`config.mk`:
```
export PLATFORM = sky130hd
export DESIGN_NAME = conv_requant
export DESIGN_NICKNAME = d
export VERILOG_FILES = /design/src/rtl/conv_requant.sv
export SDC_FILE = /design/constraint.sdc
export NUM_CORES = 2
export LEC_CHECK = 0
export BUFFER_PORTS_ARGS = -buffer_cell sky130_fd_sc_hd__clkbuf_2
export CORE_MARGIN = 4
export CORE_UTILIZATION = 35
export DETAILED_ROUTE_END_ITERATION = 10
export PLACE_DENSITY_LB_ADDON = 0.2
export SYNTH_ARGS = -nofsm -noshare
export SYNTH_HDL_FRONTEND = slang
export SYNTH_SLANG_ARGS = --single-unit
```
`constraint.sdc`:
```
create_clock -name clk -period 39.5 [get_ports clk]
set_input_delay 0 -clock clk [delete_from_list [all_inputs] [get_ports clk]]
set_output_delay 0 -clock clk [all_outputs]
set_load 0.1 [all_outputs]
```
`src/rtl/conv_requant.sv`:
```
// conv_requant: CFU-style requantization unit. It holds the per-layer parameters
// (bias, fixed-point multiplier, shift, output offset, activation range) and runs
// accumulator values through bias -> rounding doubling high multiply -> rounding
// right shift -> offset and clamp, one stage per cycle.
//
// Ports:
//   clk, reset                 clock; synchronous active-low reset
//   cmd_valid / cmd_ready      command handshake
//   cmd_payload_function_id    [9:3] func7 opcode, [2:0] ignored
//   cmd_payload_inputs_0/1     operands A and B
//   rsp_valid / rsp_ready      response handshake
//   rsp_payload_outputs_0      response data
//
// Opcodes (func7): 0 defaults, 1 bias, 2 multiplier/shift, 3 output offset,
// 4 activation range, 5 requantize A, 6 read-and-clear saturation count.
//
// Optional feature: define REQUANT_SAT_COUNT_EN to add a SAT_CNT_W-bit saturating
// counter of clamped results, readable (and cleared) by opcode 6. Without it,
// opcode 6 behaves as an unknown opcode and returns 0.
module conv_requant #(
  parameter int unsigned SAT_CNT_W = 16
) (
  input  logic        clk,
  input  logic        reset,
  input  logic        cmd_valid,
  output logic        cmd_ready,
  input  logic [9:0]  cmd_payload_function_id,
  input  logic [31:0] cmd_payload_inputs_0,
  input  logic [31:0] cmd_payload_inputs_1,
  output logic        rsp_valid,
  input  logic        rsp_ready,
  output logic [31:0] rsp_payload_outputs_0
);

  typedef enum logic [2:0] {StIdle, StBias, StMul, StShift, StClamp} state_e;

  localparam logic signed [31:0] DefMult   = 32'sh4000_0000;
  localparam logic signed [31:0] DefActMin = -32'sd128;
  localparam logic signed [31:0] DefActMax = 32'sd127;
  localparam logic signed [31:0] MinInt    = 32'sh8000_0000;
  localparam logic signed [31:0] MaxInt    = 32'sh7FFF_FFFF;

  state_e             state_q, state_d;
  logic signed [31:0] data_q, data_d;
  logic signed [31:0] bias_q, bias_d, mult_q, mult_d, shift_q, shift_d;
  logic signed [31:0] offset_q, offset_d, act_min_q, act_min_d, act_max_q, act_max_d;
  logic               rsp_valid_q, rsp_valid_d;
  logic [31:0]        rsp_data_q, rsp_data_d;

  logic [6:0] func7;
  logic       cmd_fire;

  assign func7     = cmd_payload_function_id[9:3];
  assign cmd_ready = !rsp_valid_q && (state_q == StIdle);
  assign cmd_fire  = cmd_valid && cmd_ready;

  assign rsp_valid             = rsp_valid_q;
  assign rsp_payload_outputs_0 = rsp_data_q;

  // Bias stage: add bias, then left shift for positive shift (bits beyond 31 all fall off).
  logic signed [31:0] biased, bias_out;
  always_comb begin
    biased = data_q + bias_q;
    if (shift_q <= 0) begin
      bias_out = biased;
    end else if (shift_q > 31) begin
      bias_out = '0;
    end else begin
      bias_out = biased << shift_q[4:0];
    end
  end

  // Multiply stage: saturating rounding doubling high multiply.
  logic signed [63:0] prod, nudged, quot;
  logic signed [31:0] mul_out;
  always_comb begin
    prod   = {{32{data_q[31]}}, data_q} * {{32{mult_q[31]}}, mult_q};
    nudged = prod + ((prod >= 0) ? 64'sd1073741824 : -64'sd1073741823);
    // Bias negative values by 2^31-1 so the arithmetic shift truncates toward zero.
    quot   = (nudged < 0) ? ((nudged + 64'sd2147483647) >>> 31) : (nudged >>> 31);
    if (data_q == MinInt && mult_q == MinInt) begin
      mul_out = MaxInt;
    end else begin
      mul_out = quot[31:0];
    end
  end

  // Shift stage: rounding arithmetic right shift; magnitudes past 31 are held at 31.
  logic [31:0]        neg_shift, mask, threshold;
  logic [4:0]         rs;
  logic signed [31:0] arith, shift_out;
  always_comb begin
    neg_shift = -shift_q;
    if (!shift_q[31]) begin
      rs = 5'd0;
    end else if (neg_shift > 32'd31) begin
      rs = 5'd31;
    end else begin
      rs = neg_shift[4:0];
    end
    mask      = (32'd1 << rs) - 32'd1;
    threshold = (mask >> 1) + {31'd0, data_q[31]};
    arith     = data_q >>> rs;
    shift_out = arith + (((data_q & mask) > threshold) ? 32'sd1 : 32'sd0);
  end

  // Clamp stage: an inverted range resolves to act_max since max is applied last.
  logic signed [31:0] offs, lo_clip, clamp_out;
  always_comb begin
    offs      = data_q + offset_q;
    lo_clip   = (offs < act_min_q) ? act_min_q : offs;
    clamp_out = (lo_clip > act_max_q) ? act_max_q : lo_clip;
  end

`ifdef REQUANT_SAT_COUNT_EN
  logic [SAT_CNT_W-1:0] sat_cnt_q, sat_cnt_d;
  logic                 clamped;
  assign clamped = (clamp_out != offs);
`else
  localparam int unsigned UnusedSatCntW = SAT_CNT_W;
`endif

  logic unused_bits;
  assign unused_bits = ^{cmd_payload_function_id[2:0], quot[63:32]};

  always_comb begin
    state_d     = state_q;
    data_d      = data_q;
    bias_d      = bias_q;
    mult_d      = mult_q;
    shift_d     = shift_q;
    offset_d    = offset_q;
    act_min_d   = act_min_q;
    act_max_d   = act_max_q;
    rsp_valid_d = rsp_valid_q;
    rsp_data_d  = rsp_data_q;
`ifdef REQUANT_SAT_COUNT_EN
    sat_cnt_d   = sat_cnt_q;
`endif

    if (rsp_valid_q && rsp_ready) begin
      rsp_valid_d = 1'b0;
    end

    unique case (state_q)
      StIdle: begin
        if (cmd_fire) begin
          if (func7 == 7'd5) begin
            data_d  = cmd_payload_inputs_0;
            state_d = StBias;
          end else begin
            rsp_valid_d = 1'b1;
            rsp_data_d  = '0;
            case (func7)
              7'd0: begin
                bias_d    = '0;
                mult_d    = DefMult;
                shift_d   = '0;
                offset_d  = '0;
                act_min_d = DefActMin;
                act_max_d = DefActMax;
              end
              7'd1: bias_d = cmd_payload_inputs_0;
              7'd2: begin
                mult_d  = cmd_payload_inputs_0;
                shift_d = cmd_payload_inputs_1;
              end
              7'd3: offset_d = cmd_payload_inputs_0;
              7'd4: begin
                act_min_d = cmd_payload_inputs_0;
                act_max_d = cmd_payload_inputs_1;
              end
`ifdef REQUANT_SAT_COUNT_EN
              7'd6: begin
                rsp_data_d = 32'(sat_cnt_q);
                sat_cnt_d  = '0;
              end
`endif
              default: ;
            endcase
          end
        end
      end
      StBias: begin
        data_d  = bias_out;
        state_d = StMul;
      end
      StMul: begin
        data_d  = mul_out;
        state_d = StShift;
      end
      StShift: begin
        data_d  = shift_out;
        state_d = StClamp;
      end
      StClamp: begin
        rsp_data_d  = clamp_out;
        rsp_valid_d = 1'b1;
        state_d     = StIdle;
`ifdef REQUANT_SAT_COUNT_EN
        if (clamped && (sat_cnt_q != '1)) begin
          sat_cnt_d = sat_cnt_q + 1'b1;
        end
`endif
      end
      default: state_d = StIdle;
    endcase
  end

  always_ff @(posedge clk) begin
    if (!reset) begin
      state_q     <= StIdle;
      data_q      <= '0;
      bias_q      <= '0;
      mult_q      <= DefMult;
      shift_q     <= '0;
      offset_q    <= '0;
      act_min_q   <= DefActMin;
      act_max_q   <= DefActMax;
      rsp_valid_q <= 1'b0;
      rsp_data_q  <= '0;
    end else begin
      state_q     <= state_d;
      data_q      <= data_d;
      bias_q      <= bias_d;
      mult_q      <= mult_d;
      shift_q     <= shift_d;
      offset_q    <= offset_d;
      act_min_q   <= act_min_d;
      act_max_q   <= act_max_d;
      rsp_valid_q <= rsp_valid_d;
      rsp_data_q  <= rsp_data_d;
    end
  end

`ifdef REQUANT_SAT_COUNT_EN
  always_ff @(posedge clk) begin
    if (!reset) begin
      sat_cnt_q <= '0;
    end else begin
      sat_cnt_q <= sat_cnt_d;
    end
  end
`endif

endmodule

```
==> impl_metrics.sql <==
INSERT INTO impl_metrics (metric_group, metric, value, unit) VALUES
('synth', 'postSynthAreaPerCell', '8.277', 'µm²'),
('power_and_ir_drop', 'power.share.combinational', '0.181', ''),
('power_and_ir_drop', 'switching_power', '218.1', 'µW'),
('synth', 'synthArstFlopShare', '0', ''),
('power_and_ir_drop', 'power_report.internal_total', '466.7', 'µW'),
('detailed_routing', 'drt_iter0_drc', '4442', ''),
('placement', 'hpwl', '177100', 'µm'),
('timing', 'fin_skew', '0.03244', 'ns'),
('detailed_routing', 'detail-route-antenna-nets', '0', ''),
('power_and_ir_drop', 'switching_share', '0.3185', ''),
('setup_path', 'setup.worst_path.end_class', 'flip-flop', ''),
('timing', 'report.final.hold_viol_count', '0', ''),
('clock_network', 'clkSinkCount', '260', ''),
('floorplan', 'num_io_pins', '112', ''),
('global_route', 'global_route.overflow_total', '0', ''),
('timing', 'tightest_slew', '1.274', 'ns'),
('clock_network', 'clock_tree_from_tritoncts', 'yes', ''),
('setup_path', 'critPathLaunchType', 'flip-flop', ''),
('cells_and_area', 'post_layout_inst_area', '68060', 'µm²'),
('synth', 'synth-warning-count', '0', ''),
('detailed_routing', 'route.met2.wl', '108500', 'µm'),
('timing', 'final_setup_violation_count', '0', ''),
('global_route', 'grt_max_degree', '68', ''),
('setup_path', 'path_common_cell', 'sky130_fd_sc_hd__fa_1', ''),
('placement', 'io_buffers', '108', ''),
('detailed_routing', 'met1Wirelength', '99690', 'µm'),
('clock_network', 'cts-root-buf', 'sky130_fd_sc_hd__clkbuf_16', ''),
('clock_network', 'tritoncts_buffers', '31', ''),
('timing', 'rsz0062_at_grt', 'false', ''),
('clock_network', 'cts_buffer_depth', '3', ''),
('outcome', 'run_status', 'complete, no violations', ''),
('clock_network', 'postCtsSetupBuffers', '0', ''),
('synth', 'ys_top_cells_by_area', 'sky130_fd_sc_hd__fa_1, sky130_fd_sc_hd__dfxtp_1, sky130_fd_sc_hd__ha_1', ''),
('synth', 'yosys_register_bits', '260', ''),
('detailed_routing', 'detail_route.drc_violations', '0', ''),
('clock_network', 'htree_levels', '1', ''),
('floorplan', 'die_area', '188600', 'µm²'),
('detailed_routing', 'met3WireLength', '14270', 'µm'),
('cells_and_area', 'area_growth_syn_to_layout', '6.986', '%'),
('setup_path', 'critical_path.max_fanout', '51', ''),
('flow_run', 'drv.max_cap_violation_count', '0', ''),
('placement', 'place.detailed.instances', '9815', ''),
('placement', 'placed_area', '66340', 'µm²'),
('min_path', 'hold_path.class', 'in -> reg', ''),
('detailed_routing', 'dr_total_vias', '55330', ''),
('timing', 'period_minus_slack', '14.66', 'ns'),
('synth', 'postSynth.topFlopCell', 'sky130_fd_sc_hd__dfxtp_1', ''),
('synth', 'post-synth-top-area-cell', 'sky130_fd_sc_hd__fa_1', ''),
('synth', 'post_synth_instance_area', '63610', 'µm²'),
('timing', 'final_max_slew_viol_count', '0', ''),
('setup_path', 'path_class', 'reg -> reg', ''),
('floorplan', 'initial_utilization', '0.3520', ''),
('timing', 'finalWorstSetupSlack', '24.84', 'ns'),
('power_and_ir_drop', 'power.share.sequential', '0.388', ''),
('setup_path', 'timing.critical_path.slowest_stage_cell', 'sky130_fd_sc_hd__fa_1', ''),
('floorplan', 'die_width', '434.3', 'µm'),
('detailed_routing', 'route.final.wire_length', '229600', 'µm'),
('setup_path', 'worst-endpoint-arrival', '15.14', 'ns'),
('setup_path', 'slowest_delay', '1.01', 'ns'),
('synth', 'count_of_flip_flops_with_a_built_in_enable_after_synthesis', '0', ''),
('power_and_ir_drop', 'max_rail_drop_vdd', '0.03233', 'mV'),
('synth', 'synthesized_instance_count', '7686', ''),
('detailed_routing', 'route.detailed.wl_per_inst', '23.09', 'µm'),
('cells_and_area', 'fin_cells', '9945', ''),
('cells_and_area', 'most-common-layout-cells', 'sky130_fd_sc_hd__inv_1, sky130_fd_sc_hd__fa_1, sky130_fd_sc_hd__nand2_1', ''),
('placement', 'dpl_worst_slack', '24.77', 'ns'),
('power_and_ir_drop', 'power.clock.fraction', '0.431', ''),
('power_and_ir_drop', 'power.density_cell_area', '10.06', 'nW/µm²'),
('timing', 'post-route-period-util', '0.3710', ''),
('cells_and_area', 'layout-drive-gt1-share', '0.06185', ''),
('setup_path', 'critPathRequiredTime', '39.98', 'ns');
area by class of cell:
type | count | area (µm²)
tap | 2370 | 2965
fill | 18650 | 112700
multi-input combinational | 5830 | 52400
sequential | 260 | 5249
inverter | 1114 | 4187
antenna | 8 | 20.02
clock buffer | 39 | 845.8
clock inverter | 14 | 160.2
timing repair buffer | 310 | 2230
metrics by stage:
| stage | total power, mW | utilization | hold slack, ns |
|---|---|---|---|
| final | 0.6848 | 0.3766 | 0.04299 |
| after global routing | 0.7087 | 0.3765 | 0.05703 |
| after CTS | 0.6899 | 0.3764 | 0.01398 |
| after detailed placement | 0.3880 | 0.3670 | 0.2895 |
| after global placement | 0.3880 | 0.3670 | 0.2814 |
| after floorplan | 0.3430 | - | 0.1475 |
state kept, by name, indices dropped and copies added (netlist names), 3 cells and up:
register	cells
act_max_q	32
act_min_q	32
bias_q	32
data_q	32
mult_q	32
offset_q	32
rsp_payload_outputs_0	32
shift_q	32
state_q	3
cells in the mapped netlist (31+ instances only):
library cell	number
sky130_fd_sc_hd__inv_1	1111
sky130_fd_sc_hd__fa_1	1084
sky130_fd_sc_hd__nand2_1	824
sky130_fd_sc_hd__and2_1	560
sky130_fd_sc_hd__nor2_1	481
sky130_fd_sc_hd__clkbuf_1	403
sky130_fd_sc_hd__ha_1	364
sky130_fd_sc_hd__a21oi_1	335
sky130_fd_sc_hd__o21ai_0	288
sky130_fd_sc_hd__dfxtp_1	260
sky130_fd_sc_hd__xnor2_1	154
sky130_fd_sc_hd__a22oi_1	140
sky130_fd_sc_hd__nand3_1	132
sky130_fd_sc_hd__nor3_1	111
sky130_fd_sc_hd__mux2i_1	101
sky130_fd_sc_hd__xor2_1	89
sky130_fd_sc_hd__a21o_1	88
sky130_fd_sc_hd__nand4_1	86
sky130_fd_sc_hd__nor2b_1	81
sky130_fd_sc_hd__nor4_1	61
sky130_fd_sc_hd__nand2b_1	54
sky130_fd_sc_hd__a211oi_1	53
sky130_fd_sc_hd__o211ai_1	53
sky130_fd_sc_hd__a31oi_1	50
sky130_fd_sc_hd__nor3b_1	43
sky130_fd_sc_hd__and3_1	42
sky130_fd_sc_hd__buf_2	36
sky130_fd_sc_hd__o21a_1	35
sky130_fd_sc_hd__or3_1	32
sky130_fd_sc_hd__buf_1	31
timing repair:
item	in CTS	in global routing
gates resized for setup	0	0
endpoints found under the setup margin	0	0
hold endpoints to repair	201	0
hold buffers	69	0
path summary, 6_finish.rpt:
check / cells past startpoint / end / from / slack [ns]
worst max register to register: 41 / data_q[28] / mult_q[2] / 24.84
worst min register to register: 2 / rsp_payload_outputs_0[6] / rsp_payload_outputs_0[6] / 0.45
worst max-delay path: 41 / data_q[28] / mult_q[2] / 24.84
worst min-delay path: 5 / state_q[0] / cmd_valid / 0.04
critical path, delay by kind of cell (launching register included):
kind | cells | cell delay (ns)
AO/OA/AOI/OAI | 11 | 3.63
adder cells (fa/ha/maj) | 10 | 5.31
buffers and inverters | 9 | 1.90
flip-flops | 1 | 0.83
multiplexers | 1 | 0.32
AND/OR/NAND/NOR | 10 | 2.46
layer usage:
layer	GRT usage	vias up
li1	-	24800
met4	0.06720	8
met5	0	-
met3	0.03027	352
met1	0.3269	28270
met2	0.4037	1895
power by group through the flow:
stage / registers (mW) / logic, mW / clock network [mW]
global route: 0.266 / 0.132 / 0.311
finish: 0.266 / 0.124 / 0.295
detailed placement: 0.271 / 0.117 / 0
floorplan: 0.270 / 0.0730 / 0
CTS: 0.266 / 0.122 / 0.302
global placement: 0.271 / 0.117 / 0
cells by family (layout without fill, tap and decap cells):
family / count (synthesis) / after routing / share of synthesized area
buf+inv: 1596 / 1477 / 0.09580
fa+ha+maj: 1448 / 1448 / 0.4127
simple gates: 2619 / 2619 / 0.2075
other cells: 2 / 10 / 0.0001181
flops: 260 / 260 / 0.08182
compound gates: 1388 / 1388 / 0.1464
xor+xnor: 243 / 243 / 0.03346
mux: 130 / 130 / 0.02217
No activity file was read; power rests on OpenSTA's default activity.
